`config.mk`:
```
export PLATFORM = sky130hd
export DESIGN_NAME = led_pattern_ctrl
export DESIGN_NICKNAME = d
export VERILOG_FILES = /design/src/rtl/led_pattern_ctrl.sv
export SDC_FILE = /design/constraint.sdc
export NUM_CORES = 1
export LEC_CHECK = 0
export ABC_AREA = 1
export CORE_MARGIN = 2
export CORE_UTILIZATION = 35
export DETAILED_ROUTE_END_ITERATION = 8
export PLACE_DENSITY = 0.53
export SLEW_MARGIN = 20
export SYNTH_ARGS = -nofsm -noshare
export SYNTH_HDL_FRONTEND = slang
export SYNTH_SLANG_ARGS = --single-unit
export TNS_END_PERCENT = 10
```
`constraint.sdc`:
```
create_clock -name clk -period 3.3 [get_ports clk]
set_input_delay 0.66 -clock clk [delete_from_list [all_inputs] [get_ports clk]]
set_output_delay 0.66 -clock clk [all_outputs]
set_load 0.005 [all_outputs]
```
`src/rtl/led_pattern_ctrl.sv`:
```
// Four-LED pattern sequencer: prescaled step tick, four pattern modes,
// run/pause/single-step control and PWM brightness gating of the output.
module led_pattern_ctrl #(
    parameter int unsigned TICK_DIV = 6_250_000,
    parameter int unsigned DIV_W    = 23
) (
    input  logic       clk,
    input  logic       reset,
    input  logic [1:0] mode,
    input  logic       run,
    input  logic       step_req,
    input  logic [3:0] bright,
    output logic [3:0] led_out,
    output logic       step_tick,
    output logic       running
);

    typedef enum logic [1:0] {
        IDLE  = 2'd0,
        RUN   = 2'd1,
        PAUSE = 2'd2
    } state_t;

    localparam logic [DIV_W-1:0] TICK_LAST = DIV_W'(TICK_DIV - 1);

    state_t           state;
    logic [3:0]       pat;
    logic [3:0]       pwm_cnt;
    logic             dir_up;
    logic [1:0]       mode_q;
    logic [DIV_W-1:0] presc;

    logic [3:0] next_pat_c;
    logic       next_dir_c;
    logic       advance_c;
    logic       mode_chg_c;
    logic       pwm_en_c;

    function automatic logic [3:0] init_of(input logic [1:0] m);
        return (m == 2'b01 || m == 2'b10) ? 4'b0001 : 4'b0000;
    endfunction

    // Next pattern for the latched mode; bounce turns around at the ends.
    always_comb begin
        next_pat_c = pat;
        next_dir_c = dir_up;
        case (mode_q)
            2'b00: next_pat_c = pat + 4'd1;
            2'b01: next_pat_c = {pat[2:0], pat[3]};
            2'b10: begin
                if (pat == 4'b1000)      next_dir_c = 1'b0;
                else if (pat == 4'b0001) next_dir_c = 1'b1;
                next_pat_c = next_dir_c ? {pat[2:0], 1'b0} : {1'b0, pat[3:1]};
            end
            default: next_pat_c = ~pat;
        endcase
    end

    always_comb begin
        advance_c  = ((state == RUN) && (presc == TICK_LAST)) ||
                     ((state == PAUSE) && step_req);
        mode_chg_c = (mode != mode_q);
        pwm_en_c   = (bright == 4'hF) || (pwm_cnt < bright);
    end

    always_ff @(posedge clk) begin
        if (reset) begin
            state     <= IDLE;
            pat       <= 4'b0000;
            dir_up    <= 1'b1;
            presc     <= '0;
            pwm_cnt   <= 4'd0;
            mode_q    <= mode;
            led_out   <= 4'b0000;
            step_tick <= 1'b0;
            running   <= 1'b0;
        end else begin
            pwm_cnt   <= pwm_cnt + 4'd1;
            step_tick <= 1'b0;
            led_out   <= (state != IDLE) ? (pat & {4{pwm_en_c}}) : 4'b0000;
            case (state)
                IDLE: begin
                    pat    <= init_of(mode);
                    dir_up <= 1'b1;
                    mode_q <= mode;
                    if (run) begin
                        state   <= RUN;
                        presc   <= '0;
                        running <= 1'b1;
                    end
                end
                RUN, PAUSE: begin
                    // A mode change restarts the pattern and beats any advance.
                    if (mode_chg_c) begin
                        pat    <= init_of(mode);
                        dir_up <= 1'b1;
                        presc  <= '0;
                        mode_q <= mode;
                    end else begin
                        if (advance_c) begin
                            pat       <= next_pat_c;
                            dir_up    <= next_dir_c;
                            step_tick <= 1'b1;
                        end
                        if (state == RUN)
                            presc <= (presc == TICK_LAST) ? '0 : presc + DIV_W'(1);
                    end
                    if (state == RUN && !run) begin
                        state   <= PAUSE;
                        running <= 1'b0;
                    end else if (state == PAUSE && run) begin
                        state   <= RUN;
                        running <= 1'b1;
                    end
                end
                default: begin
                    state   <= IDLE;
                    running <= 1'b0;
                end
            endcase
        end
    end

endmodule

```
# ---- Word level (Yosys, flattened, before mapping)
# Index checks and enable logic that the tools add are counted.
dict set report totals {
  out_inout_bits 6
  regBits 42
  input_bits 10
}
dict set report classes {
  n_eq_ne 17
  muxes 30
  bitwise_logic 4
  reduce_logical 21
  n_addsub 3
  n_lt_le_gt_ge 1
}
# op count
set op_table {}
lappend op_table {{$mux W23} 4}
lappend op_table {{$pmux W23 S2} 1}
lappend op_table {{$add A23 B1 Y23 const B} 1}
lappend op_table {{$eq A23 B23 Y1 const B} 1}
lappend op_table {{$mux W4} 3}
lappend op_table {{$ne A3 B3 Y1 const B} 4}
lappend op_table {{$pmux W4 S3} 1}
lappend op_table {{$mux W1} 11}
lappend op_table {{$mux W2} 5}
lappend op_table {{$add A4 B1 Y4 const B} 2}
lappend op_table {{$eq A4 B4 Y1 const B} 2}
lappend op_table {{$pmux W2 S2} 2}
lappend op_table {{$pmux W4 S2} 1}
lappend op_table {{$eq A2 B1 Y1 const B} 3}
lappend op_table {{$eq A2 B2 Y1 const B} 3}
lappend op_table {{$reduce_and A2 Y1} 3}
lappend op_table {{$reduce_and A3 Y1} 2}
lappend op_table {{$and A4 B4 Y4} 1}
lappend op_table {{$eq A4 B1 Y1 const B} 1}
lappend op_table {{$logic_and A1 B1 Y1} 4}
lappend op_table {{$logic_not A2 Y1} 2}
lappend op_table {{$lt A4 B4 Y1} 1}
lappend op_table {{$not A4 Y4} 1}
lappend op_table {{$pmux W1 S2} 2}
lappend op_table {{other kinds (10)} 15}

# ---- Depth between registers and ports, before layout
dict set report logic_depth {
  word_depth 9
  depth_mapped 12
  ltp_nobuf 11
}

# ---- Worst setup path after synthesis
# Ideal clock, no wire load.
dict set report synth_path {
  path_kind {register -> register}
  startpoint {register state[0]}
  endpoint {register presc[17]}
  slack_ns 1.572
  path_stages_with_launch 11
  t_arrival_ns 1.614
  cell_sequence {dfxtp_1 -> inv_1 -> ha_1 -> inv_2 -> a21oi_2 -> nand2_2 -> inv_2 -> buf_4 -> nand3_1 -> nor2_1 -> nor2_2}
}
dict set report synth_between {
  elab_chain_len 4
  elab_cells_between_ends 9
  classes_between {eq/ne (4); mux (1); reduce/logical (4)}
}
# item line
set synth_lines {}
lappend synth_lines {{start: declaration} 26} ;# state_t state;
lappend synth_lines {{start signal: assignment} 68} ;# state <= IDLE;
lappend synth_lines {{start signal: assignment} 87} ;# state <= RUN;
lappend synth_lines {{start signal: assignment} 109} ;# state <= PAUSE;
lappend synth_lines {{$eq A2 B1 Y1 / $eq A2 B2 Y1 (equally long branches)} {81, 105}}
lappend synth_lines {{$reduce_or A2 Y1} 81} ;# case (state)
lappend synth_lines {{$ne A3 B3 Y1 (no source line) / $reduce_bool A2 Y1 (equally long branches)} -}
lappend synth_lines {{$reduce_and A3 Y1 (no source line)} -}
lappend synth_lines {{end signal: assignment} 106} ;# presc <= (presc == TICK_LAST) ? '0 : presc + DIV_W'(1);
lappend synth_lines {{end: declaration} 31} ;# logic [DIV_W-1:0] presc;
# Several ways; a longest one is shown, not always the timed one.
# A chain may end at the register's enable or synchronous reset.

# ---- Worst setup path after layout
dict set report layout_path {
  startpoint {input port mode[1]}
  endpoint {register presc[6]}
}
dict set report layout_between {
  elab_chain_len 3
  elab_cells_between_ends 5
  classes_between {eq/ne (2); mux (2); reduce/logical (1)}
}
# item line
set layout_lines {}
lappend layout_lines {{start: declaration} 9} ;# input logic [1:0] mode,
lappend layout_lines {{$ne A2 B2 Y1 (*)} 62} ;# mode_chg_c = (mode != mode_q);
lappend layout_lines {{$ne A3 B3 Y1 (no source line) / $mux W23 (equally long branches)} -}
lappend layout_lines {{$reduce_and A3 Y1 (no source line) / $pmux W23 S2 (equally long branches)} -}
# Mark *: on every way between the ends. The rest lies on a longest branch, timed or not.

==> key figures <==
Status
  – Run status: finished clean

CTS
  – Max clock buf depth: 2
  – Clock Latency Late Sink: 290 ps
  – CTS sink count: 41
  – Post-CTS Repair Setup Buffers: 0
  – Hold buffers post-CTS: 0
  – CTS resizes: 0
  – CTS Root Cell: clkbuf_8
  – TritonCTS clock tree: built
  – Clock slew at reported path FFs: around 80 ps
  – Total CTS buffers: 5
  – # H-tree levels: 2

Power
  – Power density cells: 518 nW/um^2
  – Overall power: 1.48 mW
  – Maximum vdd drop: 0.314 mV
  – Leakage: approximately 1.2 nW

Drt
  – DRT Pass-1 Iters: 7
  – Per-cell routed wire length: 11.3 um
  – Final antenna-violating net count: 0
  – Iteration-0 DRC count of the detailed router: 95
  – Detailed-route wire length: roughly 5600 um
  – Residual DRC count: 0
  – Total number of vias: between 2000 and 2500
  – DR vias/cell: 4.75

Die
  – Core Box Area: 6910 sq um
  – DIE AREA: 7910 sq um
  – Die width: 89.0 um
  – I/O pin count: 16
  – Initial Util: 0.366
  – Row cnt: 30
  – Die Ht: 89.0 um

Synthesis
  – FFs w/ async S/R, synth: 0
  – Largest family of logic cells by synthesized area: simple AND/OR/NAND/NOR gates
  – Synth area leader: dfxtp_1
  – Synth Area per Inst: around 6.7 sq um
  – Synth top area cells: dfxtp_1 31%, nand2_1 12%, inv_1 8.0%
  – Synth warn: 0
  – Register area share after synthesis: 0.333
  – Compound-Gate Fraction of Synth Area: 0.0961
  – Yosys cell types: 35
  – Share of the synthesized area in the top cell type: 0.309
  – Mux contribution to synthesized area: 0
  – Adder-cell area share of the yosys netlist: 0.0594
  – Synth Flop Type: dfxtp_1
  – Register bit count reported by yosys: 41
  – Simple-gate share of the synthesized area: 0.372
  – EDFF count, synth: 2
  – Post-synthesis xor/xnor area fraction: 0.0342
  – Syn Nets: 398
  – Post-Synthesis Cells: 376
  – Synth Cell Area: 2530 sq um

GRT
  – Routing usage on met1: 0.238
  – Vias in the first global route: 2121
  – Met2 Usage GRT: 0.227
  – Total track usage: 0.157
  – First-pass GRT wire length: 9850 um
  – Largest net degree at the start of global routing: 20
  – Initial antenna violation count: 0
  – M3 GR Usage: 0.0305
  – Gr busiest metal: met1
  – Grt ovf: 0

Worst hold path
  – Worst hold endpoint: dir_up$_SDFFE_PP1P_
  – Worst hold start: dir_up$_SDFFE_PP1P_
  – Worst hold path class: reg -> reg
  – Hold path cells: 2

Finish
  – P&R area growth vs syn: 13.2%
  – Final Net Count: 416
  – Final cell count without fillers: 491
  – Layout cell share with drive strength beyond 1: 0.0911
  – Inserted Diodes: 0
  – Post-layout util: 0.414

Timing
  – Crit path time final: 2220 ps
  – RSZ-0062 raised after global routing: false
  – Max-slew headroom: 0.753
  – Skew final: 6.61 ps
  – Crit share post-route: 0.674
  – Setup_tns: 0 ps
  – Hold Slack: between 400 and 500 ps
  – Setup violators final: 0
  – Highest clock rate: 450 MHz
  – Fin. Hold Viols: 0
  – Worst-Margin Slew: 370 ps
  – Pins Over Slew Limit: 0

Critical path
  – Crit path launch type: primary input
  – RR Startpoint: state[0]$_SDFFE_PP0P_
  – Critical Path Fanout Max: 19
  – R2R depth: 9
  – Worst setup EP type: flop
  – Register-to-register setup slack: around 1100 ps
  – Required @ worst endpoint: around 3500 ps
  – Worst Path Arrival: 2450 ps
  – Worst r2r dst: presc[15]$_SDFFE_PP0P_
  – Crit Path Class: in -> reg

Placed design
  – Placed cell count: 483
  – Final GP Congestion: between 0.8 and 0.9
  – Post-detail-place hpwl: between 4000 and 5000 um
  – Port bufs: 15

Run
  – Max-cap violations: 0
[registers in the layout (all words and copies together) (netlist names)]
signal,count
presc,23
led_out,4
pat,4
pwm_cnt,4
mode_q,2
state,2
dir_up,1
step_tick,1
[layer usage]
layer | share of wire | wire [um] | up-vias
met1 | 0.52 | 2870 | 1046
met5 | 0 | 0 | -
met3 | 0.055 | 304 | 6
met2 | 0.42 | 2330 | 49
li1 | - | - | 1233
met4 | 0.012 | 66 | 0
[critical path, stage by stage]
cell and delay [ps]:
clkdlybuf4s50_1 470, xnor2_1 270, nand4_2 160, nand2_2 280, nand2_1 140, nand2_4 230, o21ai_0 120, a21oi_1 130
[per-stage QoR]
stage | cell area [sq um] | setup WS [ps]
2_1_floorplan | 2530 | 1570
3_3_place_gp | 2760 | 830
3_5_place_dp | 2760 | 774
4_1_cts | 2860 | 1070
5_1_grt | 2860 | 898
6_report | 2860 | 1080
[logic make-up after synthesis]
family,count (synthesis)
AO/OA/AOI/OAI,44
XOR/XNOR,9
adder cells (fa/ha/maj),12
buffers and inverters,64
flip-flops,41
AND/OR/NAND/NOR,206
[placed cells by master (no fill, tap or decap), drive strengths merged, types with 9 or more instances in the layout]
cell type      synthesis  final
nor2                  61     61
inv                   59     59
nand3                 35     35
nand2                 86     86
a21oi                 21     21
o21ai                 16     16
clkdlybuf4s50          0     15
nor3                  12     12
nand4                  9      9
ha                    12     12
dfxtp                 39     39
[layout make-up]
class,instances,area (sq um)
timing repair buffer,16,158
clock inverter,1,5.00
sequential,41,841
clock buffer,7,96.3
tap,96,120
multi-input combinational,271,1420
inverter,59,221
fill,770,4050
[Yosys cell counts (5+ instances only)]
cell,n
nor2_2,7
nand3_1,33
nand4_1,8
dfxtp_1,39
ha_1,12
inv_1,54
inv_2,5
a21oi_1,19
nor2_1,52
nor3_1,11
nand2_1,81
o21ai_0,16
[worst max-delay path by stage]
stage,startpoint,cells past startpoint,slack [ps],endpoint
finish,mode[1],8,1080,presc[6]$_SDFFE_PP0P_
floorplan,state[0]$_SDFFE_PP0P_,10,1570,presc[17]$_SDFFE_PP0P_
CTS,mode[1],8,1070,presc[2]$_SDFFE_PP0P_
global placement,mode[1],8,830,presc[13]$_SDFFE_PP0P_
detailed placement,mode[1],8,770,presc[2]$_SDFFE_PP0P_
global route,mode[1],8,900,presc[13]$_SDFFE_PP0P_
[power breakdown]
part,internal (mW),switching [mW]
Clock,0.189,0.177
Combinational,0.170,0.358
Sequential,0.540,0.0469
No activity file was read; power rests on OpenSTA's default activity.
==> variant, RTL diff (same settings) <==
Register the output `led_out` once more, without a reset; this adds one clock of latency there. The other outputs are not delayed to match.
--- a/src/rtl/led_pattern_ctrl.sv
+++ b/src/rtl/led_pattern_ctrl.sv
@@ -22,6 +22,8 @@
     } state_t;
 
     localparam logic [DIV_W-1:0] TICK_LAST = DIV_W'(TICK_DIV - 1);
+
+    logic [3:0] led_s0;
 
     state_t           state;
     logic [3:0]       pat;
@@ -71,13 +73,13 @@
             presc     <= '0;
             pwm_cnt   <= 4'd0;
             mode_q    <= mode;
-            led_out   <= 4'b0000;
+            led_s0    <= 4'b0000;
             step_tick <= 1'b0;
             running   <= 1'b0;
         end else begin
             pwm_cnt   <= pwm_cnt + 4'd1;
             step_tick <= 1'b0;
-            led_out   <= (state != IDLE) ? (pat & {4{pwm_en_c}}) : 4'b0000;
+            led_s0    <= (state != IDLE) ? (pat & {4{pwm_en_c}}) : 4'b0000;
             case (state)
                 IDLE: begin
                     pat    <= init_of(mode);
@@ -121,5 +123,9 @@
         end
     end
 
+    always_ff @(posedge clk) begin
+        led_out <= led_s0;
+    end
+
 endmodule
 
Behaviour: not the same (Yosys sat finds a counterexample within 4 cycles, from zero or initial values and one cycle with reset high).
==> variant against the unedited design <==
  * Total power decreased by 0.31%
  * Clock skew decreased by 0.68 ps
  * Core utilization about the same
  * Hold slack got worse by 140 ps
  * Synthesized area decreased by 0.50%
  * Clock power decreased by 12%
  * Setup slack got worse by 150 ps
  * Sequential cell count increased by 4
  * Largest cell class unchanged
  * Global-route usage decreased by 0.52 points
  * Wire length decreased by 4.3%
  * Synthesized cell count decreased by 4.3%
  * Design area decreased by 0.44%
==> variant: results (changes against the unedited design) <==
Logic synthesis
  – Adder-Cell Fraction of Synth Area: 5.97% (+0.030 points)
  – Library cells used by synthesis: 36 (+2.9%)
  – Yosys warns: 0 (unchanged)
  – Most frequent cells after synthesis: nand2_1, inv_1, dfxtp_1, nand3_1, nor2_1
  – Seq/Total Area, Yosys: 36.6% (+3.4 points)
  – Synth Area in XOR/XNOR: 3.14% (-0.28 points)
  – Synth Area in Compound Gates: 10.3% (+0.65 points)
  – Top cells by area, synth: dfxtp_1, nand2_1, nand3_1
  – Mux cell area share after synthesis: 0% (unchanged)
  – Post-Syn Instances: 360 (-4.3%)
  – Top FF cell, synth: dfxtp_1
  – Mapped Nets: 382 (-4.0%)

Route
  – WL met1: 2850 um (-0.63%)
  – Drt first pass iters: 4 (-3)
  – Max layer used: met4
  – Starting DRT DRC Count: 123 (+29%)
  – DR WL/cell: 11.2 um (-1.3%)
  – DR WL met3: 241 um (-21%)
  – Met2 WL post-DR: 2160 um (-7.1%)
  – Via Count: 2230 (-4.5%)

GRT
  – Number of global-route vias before repair: 2026 (-4.5%)
  – GR met2 Demand/Resource: 21.2% (-1.5 points)
  – First-pass GRT wire length: 9470 um (-3.9%)
  – Antenna violations before repair: 0 (unchanged)
  – Pin count of the biggest net entering global routing: 18 (-10%)
  – Met1 Usage GRT: 23.2% (-0.57 points)
  – Met3 Use GR: 2.99% (-0.062 points)
  – Total track usage: 15.2% (-0.52 points)

Critical path
  – Crit-path max FO: 8 (-11)
  – Crit path largest cell delay: 440 ps (-30 ps)
  – Critical Path AT: 2560 ps (+110 ps)
  – CP max-delay cell: ha_1

Place
  – Final HPWL DP: 4080 um (-3.7%)
  – Placed Area: 0.00277 mm2 (+0.27%)
  – Post-Place Cells: 468 (-3.1%)
  – Post-place setup slack: 693 ps (-81.1 ps)
  – GP Congestion: 0.884 (+7.7%)

Cells and area
  – Non-filler cells, final: 476 (-3.1%)
  – Layout filler cell count: 741 (-3.8%)
  – Top reg by flops: presc
  – Area occupied by multi-input gates: 0.00137 mm2 (-3.5%)
  – Layout cells sized above 1: 6.58% (-2.5 points)
  – Nets: 401 (-3.6%)

Worst hold path
  – Hold Path Class: reg2reg

Clocking
  – Clk Latency, worst-skew pair: 290 ps (about the same)
  – CTS resizes: 0 (unchanged)
  – CTS Buf Count: 5 (unchanged)

Power
  – Maximum vdd drop: 244 uV (-22%)
  – Leakage: 1.13 nW (-7.5%)

Timing
  – Actual slew at the worst max-slew pin: 473 ps (+103 ps)
  – Final Skew: 5.94 ps (-0.675 ps)

Outcome
  – Status: complete, no violations
-- variant: changes by cell type in the layout (fill, tap and decap cells not counted), moves of 4 or more --
| cell | delta |
|---|---|
| o21ai_0 | -4 |
| nand2_1 | -4 |
| nand3_1 | +8 |
| inv_1 | -6 |
| nor2_1 | -11 |
| dfxtp_1 | +4 |
| nor2_2 | -4 |
-- variant: final timing paths --
path             start  slack (ps)         end  depth (start not counted)
max           state[0]         930   presc[20]                         10
min          led_s0[3]         330  led_out[3]                          0
max reg2reg   state[0]         930   presc[20]                         10
min reg2reg  led_s0[3]         330  led_out[3]                          0
-- variant: cell type report --
type	instances	share of cell area (%)
clock buffers	5	2.42
clock inverters	3	0.439
inverters	51	6.72
multi-input cells	259	48.1
flip-flops and latches	45	32.3
well taps	96	4.22
repair buffers	17	5.80
-- variant: report_power, final --
group	total [W]	leakage, nW	internal (W)	switching [W]
registers	0.000624	0.369	0.000585	0.0000389
clock network	0.000324	0.0430	0.000143	0.000181
logic	0.000530	0.720	0.000177	0.000353
